[src/rtl/alu_ctrl_pkg.sv]
// Shared ALU-control definitions: operation classes from main control,
// R-type funct encodings and the 5-bit ALU operation codes.
package alu_ctrl_pkg;

  typedef enum logic [2:0] {
    CLS_RTYPE  = 3'b000,
    CLS_ADD    = 3'b001,
    CLS_COMP   = 3'b010,
    CLS_AND    = 3'b011,
    CLS_XOR    = 3'b100,
    CLS_SUB    = 3'b101,
    CLS_SLT    = 3'b110,
    CLS_PASS_B = 3'b111
  } alu_class_e;

  localparam logic [5:0] FN_ADD  = 6'b000001;
  localparam logic [5:0] FN_COMP = 6'b000010;
  localparam logic [5:0] FN_AND  = 6'b000011;
  localparam logic [5:0] FN_XOR  = 6'b000100;
  localparam logic [5:0] FN_OR   = 6'b000101;
  localparam logic [5:0] FN_NOR  = 6'b000110;
  localparam logic [5:0] FN_SUB  = 6'b000111;
  localparam logic [5:0] FN_SLT  = 6'b001000;
  localparam logic [5:0] FN_SLL  = 6'b010001;
  localparam logic [5:0] FN_SRL  = 6'b010010;
  localparam logic [5:0] FN_SRA  = 6'b010011;
  localparam logic [5:0] FN_SLLV = 6'b010101;
  localparam logic [5:0] FN_SRLV = 6'b010110;
  localparam logic [5:0] FN_SRAV = 6'b010111;

  // Shift codes with this bit set take the shift amount from a register
  localparam int SHAMT_SRC = 4;

  typedef enum logic [4:0] {
    OP_NOP    = 5'b00000,
    OP_ADD    = 5'b00001,
    OP_SUB    = 5'b00010,
    OP_COMP   = 5'b00011,
    OP_AND    = 5'b00100,
    OP_OR     = 5'b00101,
    OP_XOR    = 5'b00110,
    OP_NOR    = 5'b00111,
    OP_SLL    = 5'b01000,
    OP_SRL    = 5'b01001,
    OP_SRA    = 5'b01010,
    OP_SLT    = 5'b01011,
    OP_PASS_B = 5'b01100,
    OP_SLLV   = 5'b11000,
    OP_SRLV   = 5'b11001,
    OP_SRAV   = 5'b11010
  } alu_op_e;

endpackage

[src/rtl/alu_ctrl_decode.sv]
// Combinational decode of {ALU class, funct} into an ALU operation code
// plus an illegal-funct flag for unrecognised R-type encodings.
module alu_ctrl_decode
  import alu_ctrl_pkg::*;
(
  input  logic [2:0] alu,
  input  logic [5:0] funct,
  output logic [4:0] code,
  output logic       illegal
);

  always_comb begin
    code    = OP_NOP;
    illegal = 1'b0;
    case (alu)
      CLS_RTYPE: begin
        case (funct)
          FN_ADD:  code = OP_ADD;
          FN_COMP: code = OP_COMP;
          FN_AND:  code = OP_AND;
          FN_XOR:  code = OP_XOR;
          FN_OR:   code = OP_OR;
          FN_NOR:  code = OP_NOR;
          FN_SUB:  code = OP_SUB;
          FN_SLT:  code = OP_SLT;
          FN_SLL:  code = OP_SLL;
          FN_SRL:  code = OP_SRL;
          FN_SRA:  code = OP_SRA;
          FN_SLLV: code = OP_SLLV;
          FN_SRLV: code = OP_SRLV;
          FN_SRAV: code = OP_SRAV;
          default: illegal = 1'b1;
        endcase
      end
      CLS_ADD:    code = OP_ADD;
      CLS_COMP:   code = OP_COMP;
      CLS_AND:    code = OP_AND;
      CLS_XOR:    code = OP_XOR;
      CLS_SUB:    code = OP_SUB;
      CLS_SLT:    code = OP_SLT;
      CLS_PASS_B: code = OP_PASS_B;
      default:    code = OP_NOP;
    endcase
  end

endmodule

[src/rtl/alu_control_unit.sv]
// Registered ALU-control decoder: one cycle of latency from {ALU, funct}
// to {out, illegal}, with synchronous active-low reset to NOP.
module alu_control_unit
  import alu_ctrl_pkg::*;
(
  input  logic       clk,
  input  logic       rst_n,
  input  logic [2:0] ALU,
  input  logic [5:0] funct,
  output logic [4:0] out,
  output logic       illegal
);

  logic [4:0] code_d;
  logic       illegal_d;

  alu_ctrl_decode u_decode (
    .alu     (ALU),
    .funct   (funct),
    .code    (code_d),
    .illegal (illegal_d)
  );

  always_ff @(posedge clk) begin
    if (!rst_n) begin
      out     <= OP_NOP;
      illegal <= 1'b0;
    end else begin
      out     <= code_d;
      illegal <= illegal_d;
    end
  end

endmodule

[config.mk]
export PLATFORM = sky130hd
export DESIGN_NAME = alu_control_unit
export DESIGN_NICKNAME = d
export VERILOG_FILES = /design/src/rtl/alu_ctrl_pkg.sv /design/src/rtl/alu_ctrl_decode.sv /design/src/rtl/alu_control_unit.sv
export SDC_FILE = /design/constraint.sdc
export NUM_CORES = 1
export LEC_CHECK = 0
export CAP_MARGIN = 15
export CORE_AREA = 2 2 39 41
export CTS_BUF_LIST = sky130_fd_sc_hd__clkbuf_4 sky130_fd_sc_hd__clkbuf_8
export DETAILED_ROUTE_END_ITERATION = 6
export DIE_AREA = 0 0 41 43
export PLACE_DENSITY_LB_ADDON = 0.3
export SETUP_SLACK_MARGIN = 0.5
export SLEW_MARGIN = 20
export SYNTH_ARGS = -nofsm -noshare
export SYNTH_HDL_FRONTEND = slang
export SYNTH_SLANG_ARGS = --single-unit
[constraint.sdc]
create_clock -name clk -period 1.5 [get_ports clk]
set_input_delay 0.225 -clock clk [delete_from_list [all_inputs] [get_ports clk]]
set_output_delay 0.225 -clock clk [all_outputs]
set_load 0.1 [all_outputs]
==> results by group, run 1 <==
STA
  • Final Cycle Share: 69.15%
  • RSZ-0062 raised after global routing: yes
  • Max Slew Vio Count: 0
  • Worst Tran Pin Value: a little under 0.3 ns
  • Final Setup Violations: 0
  • PnR worst setup slack: between 0.4 and 0.5 ns
  • Final Hold Viols: 0
  • Hold Slack: about 0.22 ns
  • Max_slew headroom: 80.35%
  • Fmax: approximately 960 MHz
  • Total negative slack: 0 ns
  • Minimum clock period: a little over 1 ns

Finish
  • Area of the multi-input gates: about 300 µm²
  • Area Overhead vs Synth: 91.07%
  • Layout Cells excl Fill: just under 100
  • Share of layout cells above drive strength 1: ~49%
  • Post-route cell area: 803.3 µm²
  • Fin util: about three fifths
  • Fill count: between 100 and 150
  • Final nets: 94
  • Reg area: around 130 µm²
  • Antenna diode count: 0

Detailed routing
  • Detailed-route wire length per cell: around 11 µm
  • Final ANT Viol Nets: 0
  • Drt first pass iters: 4
  • Vias per cell: 5.093
  • Post-route DRC violation count: 0
  • Routed Wire Length: 1080 µm
  • Vias: roughly 500
  • Detailed Route Iter0 Violations: 4

Placement
  • Placed Cells incl. Taps: 89
  • Post-place setup slack: -0.1709 ns
  • Post-DP HPWL: between 700 and 800 µm
  • Final GP Congestion: 0.8316
  • I/O Buffers: 16
  • DP Area: just under 700 µm²

Power
  • Total power: about 530 µW
  • Pwr Density: 663.1 mW/mm²
  • Max VDD drop: 0.2390 mV
  • LEAKAGE: between 0.3 and 0.4 nW

Clocking
  • Number of buffers created by CTS: 3
  • Clock Tree Root: clkbuf_4
  • CTS clk-pin slew, worst paths: 0.04 ns
  • CTS tree: done
  • Clock sinks: 6
  • H-Tree Level Count: 1
  • Hold Buf Count CTS: 0
  • Clock Path Buffers: 2

Critical path
  • Worst setup path class: input port to flop
  • Worst endpoint required time: around 1.7 ns
  • Startpoint Class: input port
  • Arrival time of the worst setup path: approximately 1.2 ns
  • Max Fanout on Critical Path: 5
  • Crit. End Element: flop

Floorplan
  • Core box area: 0.001384 mm²
  • Die width: just over 40 µm
  • Row count: 14
  • Initial core utilization: a little under a third
  • Vert. Die Dim: around 43 µm
  • Top Ports: 17
  • Die ar.: 0.001763 mm²

Global routing
  • Overflow after GRT: 0
  • Largest net degree at the start of global routing: 10
  • Vias in the first global route: 414
  • Global-route wire length before repair: 1656 µm
  • Total track usage: around 14%
  • Initial antenna violation count: 0

Worst hold path
  • WHS Endpoint: out[4]$_SDFF_PN0_
  • Worst Hold Launch: funct[2]
  • Hold Crit Class: input port to flop
  • Hold path cells: 3

Logic synthesis
  • Primary FF master, synth: dfxtp_1
  • Syn avg cell area: a little under 8 µm²
  • Ranking of synthesized cells by area: dfxtp_1 (29%), a21oi_1 (4.8%), buf_2 (4.8%)
  • Top post-synthesis cells by count: dfxtp_1 (6), a21oi_1 (4), buf_2 (4), nand2_1 (4), nor2_1 (4)
  • Seq cells post-synth: 6
  • Ys Warns: 0
  • Mapped Area: ~420 µm²
  • Most frequent cell after synthesis: dfxtp_1
  • Post-synth EDFFs: 0
  • Synth async-reset ratio: 0%
  • Largest area contributor in the netlist: dfxtp_1
  • Cell count after synthesis: 54
  • Yosys cell types: 26
  • Post-synthesis sequential area ratio: between 20% and 30%
  • Syn nets: 65
  • Synth top area share: between 20 and 30%

Run status
  • Outcome: finished, final reports clean

Job
  • Number of max-cap violations: 0
[flip-flops by register name, summed over array words and instances (netlist names)]
signal and flops:
out 5, illegal 1
[critical path, cell delays in order]
cell,delay [ns]
buf_8,0.10
or4b_4,0.57
o22ai_2,0.10
a32oi_1,0.10
nor2b_1,0.11
[worst max-delay path by stage]
stage | end | slack [ns] | cells after the start | start
finish | out[3]$_SDFF_PN0_ | 0.46 | 5 | funct[2]
global route | out[3]$_SDFF_PN0_ | 0.44 | 5 | funct[2]
CTS | out[3]$_SDFF_PN0_ | 0.45 | 5 | funct[0]
detailed placement | out[1]$_SDFF_PN0_ | -0.17 | 4 | funct[2]
global placement | out[1]$_SDFF_PN0_ | -0.14 | 4 | funct[3]
floorplan | out[3]$_SDFF_PN0_ | 0.33 | 5 | funct[1]
[layout by cell type (no fill, tap or decap), drive strengths merged, types with 3 or more instances in the layout]
cell	synthesis	routed
buf	5	23
dfxtp	6	6
o21ai	5	5
nor2	4	4
a21oi	4	4
nand2	4	4
dlygate4sd2	0	4
clkbuf	0	4
inv	3	3
nor3	3	3
[power breakdown]
group	switching (mW)	internal (mW)
Sequential	0.00569	0.169
Combinational	0.115	0.0990
Clock	0.0541	0.0902
Total	0.175	0.358
[final cells by class]
| cell class | count | share of cell area [%] |
|---|---|---|
| Inverter | 3 | 1.402 |
| Sequential cell | 6 | 15.73 |
| Tap cell | 16 | 2.492 |
| Multi-Input combinational cell | 40 | 37.54 |
| Clock buffer | 3 | 2.804 |
| Timing Repair Buffer | 29 | 40.03 |
[cell families after synthesis]
logic type,share of synthesized area [%]
AO/OA/AOI/OAI,27.38
flip-flops,28.57
multiplexers,2.381
buffers and inverters,10.12
AND/OR/NAND/NOR,29.46
XOR/XNOR,2.084
[what timing repair did]
| action | in CTS | in global routing |
|---|---|---|
| buffers inserted | 1 | 4 |
| setup endpoints to repair | 7 | 4 |
| resized for setup | 26 | 13 |
| endpoints found under the hold margin | 0 | 0 |
| pin swaps | 5 | 9 |
[per-layer routing]
metal  track usage (%)  wire length [µm]  up-vias
met3             1.571                78        4
met1             16.08               398      221
met2             21.88               582       19
met4             12.00                21        0
met5                 0                 0        -
li1                  -                 -      250
No activity file was read; power rests on OpenSTA's default activity.
==> run 2: changes to the inputs <==
==> constraint.sdc (replaced) <==
create_clock -name clk -period 0.9 [get_ports clk]
set_input_delay 0.135 -clock clk [delete_from_list [all_inputs] [get_ports clk]]
set_output_delay 0.135 -clock clk [all_outputs]
set_load 0.1 [all_outputs]
==> run 2 against run 1 <==
Compared with the run above: the flow now finishes with violations (negative setup slack); via count is 10% higher; clock-buffer cell count is 1 higher; hold slack got worse by 0.013 ns; die area unchanged; sequential power increased by 61%; flip-flop and latch count unchanged.
==> results by group, run 2 (synthesis results as in run 1) <==
Run status
  • Outcome: finished, violations left
  • Failing checks: negative setup slack

Finish
  • Fin util: between 60% and 70%
  • Most frequent cells in the layout: buf_4 (13), buf_6 (7), buf_12 (6)
  • Antenna diode count: 0
  • Largest Register: out
  • Share of layout cells above drive strength 1: 65.17%
  • Final nets: 101
  • Post-route cell area: about 910 µm²
  • Most common cell after layout, fill and taps aside: buf_4
  • Max reg flops: 5
  • Biggest registers after layout: out x5, illegal x1
  • Area Overhead vs Synth: 117.3%

Critical path
  • Max incr delay on CP: 0.55 ns
  • Worst Path Buf+Inv: 2
  • Max Fanout on Critical Path: 4
  • Arrival time of the worst setup path: between 1 and 1.5 ns
  • Crit. path cell count: 5
  • Startpoint Class: input port
  • Critical path cell sequence: buf_8 -> or4b_4 -> buf_4 -> o21ai_2 -> a21oi_1
  • Worst setup path class: input port to flop
  • Crit. End Element: flop
  • Worst endpoint required time: roughly 1.0 ns
  • Crit path max-delay family: simple AND/OR/NAND/NOR gates
  • Slowest CP cell: or4b_4

Clocking
  • Number of buffers created by CTS: 3
  • Clock Path Buffers: 2
  • H-Tree Level Count: 1
  • Hold Buf Count CTS: 0
  • CTS tree: done
  • Clock Tree Root: clkbuf_4
  • CTS clk-pin slew, worst paths: 0.05 ns
  • Clock sinks: 6

STA
  • Minimum clock period: about 0.95 ns
  • Final Hold Viols: 0
  • Max_slew headroom: roughly 82%
  • PnR worst setup slack: -0.04894 ns
  • Max Slew Vio Count: 0
  • Final Cycle Share: 105.4%
  • Fmax: around 1100 MHz
  • Final Setup Violations: 5
  • RSZ-0062 raised after global routing: yes
  • Worst Tran Pin Value: between 0.2 and 0.3 ns

Job
  • Number of max-cap violations: 0

Detailed routing
  • Vias: between 500 and 600
  • Vias per cell: between 5 and 6
  • Routed Wire Length: ~1300 µm
  • Detailed Route Iter0 Violations: 7
  • Post-route DRC violation count: 0
  • Drt first pass iters: 5
  • Detailed-route wire length per cell: 12.34 µm
  • Final ANT Viol Nets: 0

Floorplan
  • Die ar.: about 0.0018 mm²
  • Core box area: 0.001384 mm²
  • Top Ports: 17
  • Initial core utilization: between 30% and 40%
  • Vert. Die Dim: 43 µm
  • Row count: 14
  • Die width: about 41 µm

Global routing
  • Vias in the first global route: around 500
  • Global-route wire length before repair: between 1500 and 2000 µm
  • Largest net degree at the start of global routing: 9
  • Overflow after GRT: 0
  • Initial antenna violation count: 0
  • Total track usage: ~16%

Worst hold path
  • Hold Crit Class: input port to flop
  • WHS Endpoint: out[2]$_SDFF_PN0_
  • Worst Hold Launch: ALU[0]
  • Hold path cells: 3

Placement
  • Final GP Congestion: between 0.8 and 0.9
  • DP Area: approximately 770 µm²
  • Post-DP HPWL: a little over 900 µm
  • I/O Buffers: 16

Power
  • Combinational share of power: between 40% and 50%
  • Int Power: around 660 µW
  • Sw frac: approximately 33%
  • LEAKAGE: between 0.3 and 0.4 nW
  • Clock power share: a little under a third
  • Pwr Density: between 1000 and 1500 mW/mm²
  • Net Switching: 322.6 µW
  • Max VDD drop: around 0.52 mV
  • Flop pwr share: 28.5%
-- run 2: power groups by stage --
stage | clock network, mW | registers, mW | logic [mW]
6_report | 0.298 | 0.281 | 0.409
5_1_grt | 0.320 | 0.282 | 0.430
4_1_cts | 0.307 | 0.282 | 0.373
3_5_place_dp | 0 | 0.287 | 0.353
3_3_place_gp | 0 | 0.286 | 0.350
2_1_floorplan | 0 | 0.369 | 0.110
-- run 2: through the flow --
stage | setup WS (ns) | hold WS, ns | power [mW] | setup TNS, ns | cells
after floorplan | -0.1735 | 0.2497 | 0.4794 | -0.6380 | 54
after global placement | -0.6314 | 0.6013 | 0.6361 | -3.296 | 96
after detailed placement | -0.6962 | 0.6159 | 0.6404 | -3.439 | 96
after CTS | -0.07297 | 0.2178 | 0.9619 | -0.1390 | 102
after global routing | -0.07588 | 0.2224 | 1.032 | -0.2843 | 105
final | -0.04894 | 0.2101 | 0.9874 | -0.1312 | 105
-- run 2: layout make-up --
| cell class | count | area (µm²) |
|---|---|---|
| Fill cell | 108 | 470.5 |
| Timing Repair Buffer | 36 | 386.6 |
| Multi-Input combinational cell | 40 | 326.6 |
| Sequential cell | 6 | 138.9 |
| Clock buffer | 4 | 30.03 |
| Tap cell | 16 | 20.02 |
| Inverter | 3 | 11.26 |
-- run 2: worst max path at each step --
stage | startpoint | end | slack [ns]
final | funct[2] | illegal$_SDFF_PN0_ | -0.05
after CTS | funct[0] | out[3]$_SDFF_PN0_ | -0.07
after floorplan | funct[1] | out[3]$_SDFF_PN0_ | -0.17
after global placement | funct[2] | out[3]$_SDFF_PN0_ | -0.63
after global routing | funct[2] | out[3]$_SDFF_PN0_ | -0.08
after detailed placement | funct[2] | out[3]$_SDFF_PN0_ | -0.70
-- run 2: what timing repair did --
item                                   4_1_cts  5_1_grt
setup endpoints to repair                   12       12
endpoints found under the hold margin        0        0
pin swaps                                   11       14
buffers inserted                             2        3
gates resized for setup                     52       13
-- run 2: layer usage --
metal	track usage [%]	share of wire [%]	up-vias
met3	1.571	5.2	4
met5	0	0	-
met2	29.38	58	23
li1	-	-	267
met1	16.72	35	251
met4	8.000	1.6	0
